$ cat config.mk
export PLATFORM = sky130hd
export DESIGN_NAME = decision_tree_top_flat
export DESIGN_NICKNAME = d
export VERILOG_FILES = /design/src/rtl/decision_tree_top_if.sv /design/src/rtl/decision_tree_top.sv /design/src/flat_wrapper.sv
export SDC_FILE = /design/constraint.sdc
export NUM_CORES = 1
export LEC_CHECK = 0
export ABC_AREA = 1
export CORE_MARGIN = 2
export CORE_UTILIZATION = 35
export DETAILED_ROUTE_END_ITERATION = 12
export GPL_TIMING_DRIVEN = 0
export SETUP_SLACK_MARGIN = 0.15
export SYNTH_ARGS = -nofsm -noshare
export SYNTH_HDL_FRONTEND = slang
export SYNTH_SLANG_ARGS = --single-unit
$ cat constraint.sdc
create_clock -name CLOCK_50 -period 3.7 [get_ports CLOCK_50]
set_input_delay 0.74 -clock CLOCK_50 [delete_from_list [all_inputs] [get_ports CLOCK_50]]
set_output_delay 0.74 -clock CLOCK_50 [all_outputs]
set_load 0.005 [all_outputs]
$ cat src/rtl/decision_tree_top_if.sv
// Command and motion bundle between the Arduino link, the planner and the
// motor-drive stage. The slave side is the drive-command block itself.
interface decision_tree_top_if;
  logic [7:0] arduino_command;
  logic [3:0] auto_dir;
  logic       manual_on;
  logic       auto_on;
  logic       w;
  logic       s;
  logic       a;
  logic       d;
  logic       wa;
  logic       wd;
  logic       as;
  logic       ds;
  logic       stop;

  modport master (
    output arduino_command, auto_dir,
    input  manual_on, auto_on, w, s, a, d, wa, wd, as, ds, stop
  );

  modport slave (
    input  arduino_command, auto_dir,
    output manual_on, auto_on, w, s, a, d, wa, wd, as, ds, stop
  );
endinterface

$ cat src/rtl/decision_tree_top.sv
// Rover drive-command block: registers the Arduino command byte, tracks
// IDLE/MANUAL/AUTO mode and drives nine registered one-hot motion outputs,
// decoded from the command byte (MANUAL) or the planner direction (AUTO).
module decision_tree_top (
  input logic                  CLOCK_50,
  input logic                  reset,
  decision_tree_top_if.slave   bus
);

  typedef enum logic [1:0] {
    IDLE   = 2'd0,
    MANUAL = 2'd1,
    AUTO   = 2'd2
  } state_t;

  // Motion vector bit order: {stop, ds, as, wd, wa, d, a, s, w}
  localparam logic [8:0] M_W    = 9'h001;
  localparam logic [8:0] M_S    = 9'h002;
  localparam logic [8:0] M_A    = 9'h004;
  localparam logic [8:0] M_D    = 9'h008;
  localparam logic [8:0] M_WA   = 9'h010;
  localparam logic [8:0] M_WD   = 9'h020;
  localparam logic [8:0] M_AS   = 9'h040;
  localparam logic [8:0] M_DS   = 9'h080;
  localparam logic [8:0] M_STOP = 9'h100;

  localparam logic [7:0] CMD_MANUAL = 8'h00;
  localparam logic [7:0] CMD_AUTO   = 8'hFF;

  state_t     r_state;
  state_t     w_next_state;
  logic [7:0] r_cmd_q;
  logic       r_cmd_valid;
  logic       r_manual_on;
  logic       r_auto_on;
  logic [8:0] r_motion;
  logic [8:0] w_motion;

  // Exact 8-bit match; anything not in the table halts the motors.
  function automatic logic [8:0] f_decode(input logic [7:0] code);
    logic [8:0] m;
    case (code)
      8'h01:   m = M_W;
      8'h04:   m = M_S;
      8'h02:   m = M_A;
      8'h08:   m = M_D;
      8'h03:   m = M_WA;
      8'h09:   m = M_WD;
      8'h05:   m = M_AS;
      8'h0C:   m = M_DS;
      default: m = M_STOP;
    endcase
    return m;
  endfunction

  // Input stage: capture the command byte every cycle. r_cmd_valid marks
  // that r_cmd_q holds a byte sampled after reset release, so the reset
  // value of 0x00 can never be mistaken for a MANUAL request.
  always_ff @(posedge CLOCK_50 or posedge reset) begin
    if (reset) begin
      r_cmd_q     <= '0;
      r_cmd_valid <= 1'b0;
    end else begin
      r_cmd_q     <= bus.arduino_command;
      r_cmd_valid <= 1'b1;
    end
  end

  // Mode transition from the registered command byte.
  always_comb begin
    w_next_state = r_state;
    if (r_cmd_valid) begin
      case (r_state)
        IDLE: begin
          if (r_cmd_q == CMD_MANUAL)
            w_next_state = MANUAL;
          else if (r_cmd_q == CMD_AUTO)
            w_next_state = AUTO;
        end
        MANUAL: begin
          if (r_cmd_q == CMD_AUTO)
            w_next_state = AUTO;
        end
        AUTO: begin
          if (r_cmd_q == CMD_MANUAL)
            w_next_state = MANUAL;
        end
        default: w_next_state = IDLE;
      endcase
    end
  end

  // Motion source follows the mode being entered, so a mode change and its
  // first motion decode land on the same edge.
  always_comb begin
    w_motion = M_STOP;
    case (w_next_state)
      MANUAL:  w_motion = f_decode(r_cmd_q);
      AUTO:    w_motion = f_decode({4'h0, bus.auto_dir});
      default: w_motion = M_STOP;
    endcase
  end

  // Mode FSM with registered mode and motion outputs.
  always_ff @(posedge CLOCK_50 or posedge reset) begin
    if (reset) begin
      r_state     <= IDLE;
      r_manual_on <= 1'b0;
      r_auto_on   <= 1'b0;
      r_motion    <= M_STOP;
    end else begin
      r_state     <= w_next_state;
      r_manual_on <= (w_next_state == MANUAL);
      r_auto_on   <= (w_next_state == AUTO);
      r_motion    <= w_motion;
    end
  end

  assign bus.manual_on = r_manual_on;
  assign bus.auto_on   = r_auto_on;
  assign bus.w         = r_motion[0];
  assign bus.s         = r_motion[1];
  assign bus.a         = r_motion[2];
  assign bus.d         = r_motion[3];
  assign bus.wa        = r_motion[4];
  assign bus.wd        = r_motion[5];
  assign bus.as        = r_motion[6];
  assign bus.ds        = r_motion[7];
  assign bus.stop      = r_motion[8];

endmodule

$ cat src/flat_wrapper.sv
// flat-port wrapper written by rule: the top's interface ports become plain ports
module decision_tree_top_flat 
  (CLOCK_50, reset, bus_arduino_command, bus_auto_dir, bus_manual_on, bus_auto_on, bus_w, bus_s, bus_a, bus_d, bus_wa, bus_wd, bus_as, bus_ds, bus_stop);
  decision_tree_top_if bus_i ();
  input logic CLOCK_50;
  input logic reset;
  input wire logic [$bits(bus_i.arduino_command)-1:0] bus_arduino_command;
  input wire logic [$bits(bus_i.auto_dir)-1:0] bus_auto_dir;
  output wire logic [$bits(bus_i.manual_on)-1:0] bus_manual_on;
  output wire logic [$bits(bus_i.auto_on)-1:0] bus_auto_on;
  output wire logic [$bits(bus_i.w)-1:0] bus_w;
  output wire logic [$bits(bus_i.s)-1:0] bus_s;
  output wire logic [$bits(bus_i.a)-1:0] bus_a;
  output wire logic [$bits(bus_i.d)-1:0] bus_d;
  output wire logic [$bits(bus_i.wa)-1:0] bus_wa;
  output wire logic [$bits(bus_i.wd)-1:0] bus_wd;
  output wire logic [$bits(bus_i.as)-1:0] bus_as;
  output wire logic [$bits(bus_i.ds)-1:0] bus_ds;
  output wire logic [$bits(bus_i.stop)-1:0] bus_stop;
  assign bus_i.arduino_command = bus_arduino_command;
  assign bus_i.auto_dir = bus_auto_dir;
  assign bus_manual_on = bus_i.manual_on;
  assign bus_auto_on = bus_i.auto_on;
  assign bus_w = bus_i.w;
  assign bus_s = bus_i.s;
  assign bus_a = bus_i.a;
  assign bus_d = bus_i.d;
  assign bus_wa = bus_i.wa;
  assign bus_wd = bus_i.wd;
  assign bus_as = bus_i.as;
  assign bus_ds = bus_i.ds;
  assign bus_stop = bus_i.stop;
  decision_tree_top u_core (.CLOCK_50(CLOCK_50), .reset(reset), .bus(bus_i));
endmodule
# Word level (Yosys, flattened, before mapping)

Memories as Yosys holds them, arrays and structs flattened.
Cells that the tools add are included.

Register bits: 22
ROM bits: 288
Input bits: 14
Output and inout port bits: 11
Logic and storage cells: 23
Memories kept: 2

Memories:

| name            | depth | width | read ports | clocked after Yosys merged registers in | wr ports | RTL line                | RTL |
|---|---|---|---|---|---|---|---|
| (no name shown) | 16    | 9     | 1          | 0                                       | 0        | decision_tree_top.sv:42 | `case (code)` |
| (no name shown) | 16    | 9     | 1          | 0                                       | 0        | decision_tree_top.sv:42 |  |

Eq/ne operators: 5
Multiplexer cells: 7
Reduce and logical (&&, ||, !) cells: 3

Operators by type and width:

| cell                                                                  | number |
|---|---|
| 9-bit one-hot mux with 2 select lines                                 | 1 |
| 9-bit 2-to-1 mux                                                      | 1 |
| 8-bit equality test, second input constant                            | 1 |
| 8-bit logical NOT                                                     | 1 |
| 2-bit 2-to-1 mux                                                      | 4 |
| 2-bit one-hot mux with 3 select lines                                 | 1 |
| 2-bit by 1-bit equality test with 1-bit output, second input constant | 2 |
| 2-bit equality test, second input constant                            | 2 |
| 4-bit logical NOT                                                     | 1 |
| 2-bit logical NOT                                                     | 1 |

# Longest topological paths before layout

Word-level depth: 7
Mapped depth: 12
Depth with buffers taken out: 12

# Least setup slack after synthesis

Ideal clock, no wire load.

Path kind: flip-flop to flip-flop
Start: reg u_core.r_cmd_q[1]
End: reg u_core.r_motion[1]
Setup time: 0.078 ns
Arrival: 1.614 ns
Required time: 3.622 ns
Slack: 2.008 ns
Cell stages (with the launch flop): 13
Path buffers: 0
Clock period less this slack: 1.692 ns
Cells stage by stage: dfrtp_1 nor2_2 nand2_2 nor2_2 nand2_2 nor2_4 inv_2 nand2_1 ha_1 nand2_1 nor2_1 nand3_1 a21oi_1

Cells in the longest elaborated chain, start to end: 7
Elaborated cells between the ends (all ways): 12
Those cells by class: 3 x eq/ne; 7 x mux; 1 x reduce/logical; 1 x memory

RTL lines:

| what                                                                                  | RTL line                                         | RTL |
|---|---|---|
| start, declared                                                                       | decision_tree_top.sv:32                          | `logic [7:0] r_cmd_q;` |
| start signal, assigned                                                                | decision_tree_top.sv:64                          | `r_cmd_q <= bus.arduino_command;` |
| 8-bit equality test                                                                   | decision_tree_top.sv:77, decision_tree_top.sv:81 |  |
| 2-bit 2-to-1 mux                                                                      | decision_tree_top.sv:77, decision_tree_top.sv:81 |  |
| 2-bit 2-to-1 mux                                                                      | decision_tree_top.sv:75                          | `if (r_cmd_q == CMD_MANUAL)` |
| 2-bit one-hot mux with 3 select lines *                                               | decision_tree_top.sv:73                          | `case (r_state)` |
| 2-bit 2-to-1 mux *                                                                    | decision_tree_top.sv:72                          | `if (r_cmd_valid) begin` |
| named net u_core.w_next_state[0]                                                      | decision_tree_top.sv:31                          | `state_t w_next_state;` |
| 2-bit equality test or 2-bit by 1-bit equality test with 1-bit output (tied branches) | decision_tree_top.sv:97                          | `case (w_next_state)` |
| 9-bit one-hot mux with 2 select lines *                                               | decision_tree_top.sv:97                          |  |
| named net u_core.w_motion[1]                                                          | decision_tree_top.sv:37                          | `logic [8:0] w_motion;` |
| end signal, assigned                                                                  | decision_tree_top.sv:115                         | `r_motion <= w_motion;` |
| end, declared                                                                         | decision_tree_top.sv:36                          | `logic [8:0] r_motion;` |

The timed path passes the listed nets; every way through them passes the cells marked *.

# Final worst setup path

Start: reg u_core.r_motion[8]
End: out bus_stop

RTL lines:

| what          | RTL line           | RTL |
|---|---|---|
| end, declared | flat_wrapper.sv:19 | `output wire logic [$bits(bus_i.stop)-1:0] bus_stop;` |

No word-level cell between the ends.

==> results.tsv <==
stage	metric	value	unit
placed_design	dpl_worst_slack	1.72	ns
detailed_routing	viasPerCell	4.79	
sta	worstMarginPinSlew	0.769	ns
setup_path	path_class	reg -> out	
global_routing	grt_max_degree	23	
synth	synth_seq_cells	22	
placed_design	hpwl	1.45	mm
synth	synth_fp_nets	137	
sta	layout_min_cycle_time	2.06	ns
setup_path	cp_data_arrival_time	1.32	ns
clock_network	cts_sinks	22	
setup_path	worst_r2r_path_depth	12	
layout	final-seq-area	552	um2
synth	synthesis.area	0.00102	mm2
sta	rsz0062_at_grt	no	
clock_network	cts-resized-gates	0	
synth	netlist_instances	121	
setup_path	start_kind	flop	
clock_network	ctsRootBufferMaster	clkbuf_4	
layout	drive_gt1_share	13.4	%
detailed_routing	vias	863	
setup_path	crit_path_top_delay_cell	dfstp_2	
sta	slew_viol_final	0	
die	row_count	19	
die	dieArea	0.00337	mm2
die	die_x	58.0	um
setup_path	end_kind	output pin	
clock_network	htreeDepth	1	
sta	setup-tns-final	0	ns
setup_path	crit_family	flip-flops	
detailed_routing	wl_per_cell	9.92	um
setup_path	max_stage_delay	0.53	ns
layout	fill_cells	276	
detailed_routing	met3_length	119	um
die	start_util	37.1	%
layout	syn_to_final_growth	30.8	%
global_routing	first_global_vias	775	
placed_design	port_buffers	24	
clock_network	clk_pin_slew	0.11	ns
detailed_routing	drc_errors	0	
setup_path	crit_path_max_fanout	1	
setup_path	crit_required	2.96	ns
sta	finalSetupViolations	0	
synth	ys_seq_area_share	54.0	%
sta	max_freq	485	MHz
setup_path	path_buf_inv	1	
global_routing	antenna_found_initial	0	
detailed_routing	wl_met1	769	um
setup_path	crit_path_cell_trace	clkdlybuf4s50_1	
hold_path	min_path_type	reg -> reg	
sta	finalHoldViolCount	0	
sta	skew	0.00121	ns
run_status	status	complete, no violations	
power	pwr_density_cell	358	mW/mm2
setup_path	path_depth	1	
synth	synth_top_family_by_area	simple AND/OR/NAND/NOR gates	
synth	synthXorXnorAreaFrac	0	%
detailed_routing	top_layer	met4	
global_routing	grt_remaining_overflow	0	
sta	setup_slack	1.64	ns
clock_network	cts_tree	built	
synth	synthAdderAreaFrac	2.45	%
clock_network	cts_setup_buffers	0	
detailed_routing	routed_wl	1.79	mm
clock_network	insertion_delay	0.31	ns
synth	synth_cell_types	22	
clock_network	clockBufferDepth	2	
layout	n_antenna_cell	0	
synth	synthSimpleGateAreaFrac	30.6	%
power	peakVddDrop	0.000252	V
die	boundaryPins	25	
layout	multi_input_area	407	um2
synth	synth_compound_area_share	6.36	%
global_routing	grt_pass1_wl	3.13	mm
synth	yosysWarnings	0	
synth	synthMuxAreaShare	0	%
clock_network	numCtsBuffers	3	
global_routing	grt_use_total	12.2	%
hold_path	holdPathStages	2	
power	p_leak	0.576	nW
detailed_routing	ant_nets	0	
placed_design	dpl.cell_count	176	
synth	syn_area_per_cell	8.45	um2
layout	layoutNonFillerInstCount	180	
clock_network	cts_hold_repair.buffers	0	
placed_design	gp_congestion	0.776	
layout	fin_nets	166	
detailed_routing	drtIter0Drc	14	
sta	fin_crit_sh	55.8	%
sta	relSlewSlack	48.7	%
detailed_routing	route.met2.wl	852	um
detailed_routing	first_pass_iters	4	
die	die_h	58.0	um
die	core_area	0.00276	mm2
flow_run	cap_viol_max_count	0	
sequential cells by signal, summed over array words and instances, names as in the netlist:
signal,flops
u_core.r_motion,9
u_core.r_cmd_q,8
u_core.r_state,2
u_core.bus.auto_on,1
u_core.bus.manual_on,1
u_core.r_cmd_valid,1
cell usage after synthesis:
master / number / area, um2
nand2_1: 25 / 93.8
dfrtp_1: 21 / 526
nor2_1: 21 / 78.8
inv_1: 13 / 48.8
a21oi_1: 9 / 45.0
nand2_2: 6 / 37.5
nand4_1: 5 / 31.3
inv_2: 3 / 11.3
nand3_1: 3 / 15.0
ha_1: 2 / 25.0
nor2_2: 2 / 12.5
a21oi_2: 1 / 8.76
a31oi_1: 1 / 6.26
buf_1: 1 / 3.75
conb_1: 1 / 3.75
dfstp_2: 1 / 26.3
nand3_2: 1 / 10.0
nand3b_1: 1 / 7.51
nor2_4: 1 / 11.3
nor3_1: 1 / 5.00
nor3_2: 1 / 10.0
o21ai_1: 1 / 5.00
final cells by class:
class                      count  area share, %
inverter                      16           4.49
clock buffer                   4           2.71
buffer                         1          0.281
multi-input combinational     82           30.4
sequential                    22           41.3
timing repair buffer          24           18.0
tap                           31           2.90
stage by stage:
stage          hold WS, ns  util, %  cell area [um2]  power (mW)
5_1_grt              0.600     48.5             1340       0.508
3_5_place_dp         0.552     47.2             1300       0.354
6_report             0.576     48.5             1340       0.479
2_1_floorplan        0.519        -             1020       0.315
3_3_place_gp         0.552     47.2             1300       0.353
4_1_cts              0.582     48.5             1340       0.485
report_power, final:
part	leakage, nW	internal (mW)	total [mW]	switching (mW)
Combinational	0.272	0.0381	0.0833	0.0452
Clock	0.0210	0.0601	0.131	0.0705
Sequential	0.282	0.256	0.265	0.00870
placed cells by master, fill, tap and decap left out:
cell | netlist | routed
nand3b_1 | 1 | 1
nor3_1 | 1 | 1
nor2_1 | 21 | 21
clkbuf_8 | 0 | 1
nand4_1 | 5 | 5
dfstp_2 | 1 | 1
nand2_1 | 25 | 25
nor2_2 | 2 | 2
nand2_2 | 6 | 6
inv_1 | 13 | 13
conb_1 | 1 | 1
buf_1 | 1 | 1
ha_1 | 2 | 2
clkdlybuf4s50_1 | 0 | 24
nor3_2 | 1 | 1
nor2_4 | 1 | 1
dfrtp_1 | 21 | 21
a21oi_2 | 1 | 1
nand3_2 | 1 | 1
a21oi_1 | 9 | 9
o21ai_1 | 1 | 1
inv_2 | 3 | 3
clkbuf_4 | 0 | 3
a31oi_1 | 1 | 1
nand3_1 | 3 | 3
metal layers:
metal	vias to the layer above	global-route usage (%)
met4	0	6.98
met1	397	14.4
met3	5	2.23
met5	-	0
li1	436	-
met2	25	20.6
cells by family after synthesis:
logic type	after synthesis
AO/OA/AOI/OAI	12
adder cells (fa/ha/maj)	2
flip-flops	22
AND/OR/NAND/NOR	67
buffers and inverters	17
other	1
final timing paths:
check                                        startpoint                           end  slack, ns
hold / removal              u_core.r_state[1]$_DFF_PP0_   u_core.r_state[1]$_DFF_PP0_       0.58
setup / recovery           u_core.r_motion[8]$_DFF_PP1_                      bus_stop       1.64
setup reg to reg            u_core.r_cmd_q[1]$_DFF_PP0_  u_core.r_motion[1]$_DFF_PP0_       1.73
hold reg to reg             u_core.r_state[1]$_DFF_PP0_   u_core.r_state[1]$_DFF_PP0_       0.58
min in group asynchronous                         reset   u_core.r_cmd_q[2]$_DFF_PP0_       0.86
max in group asynchronous                         reset   u_core.r_state[0]$_DFF_PP0_       2.37
Note: power is estimated with default switching activity, not from simulation.
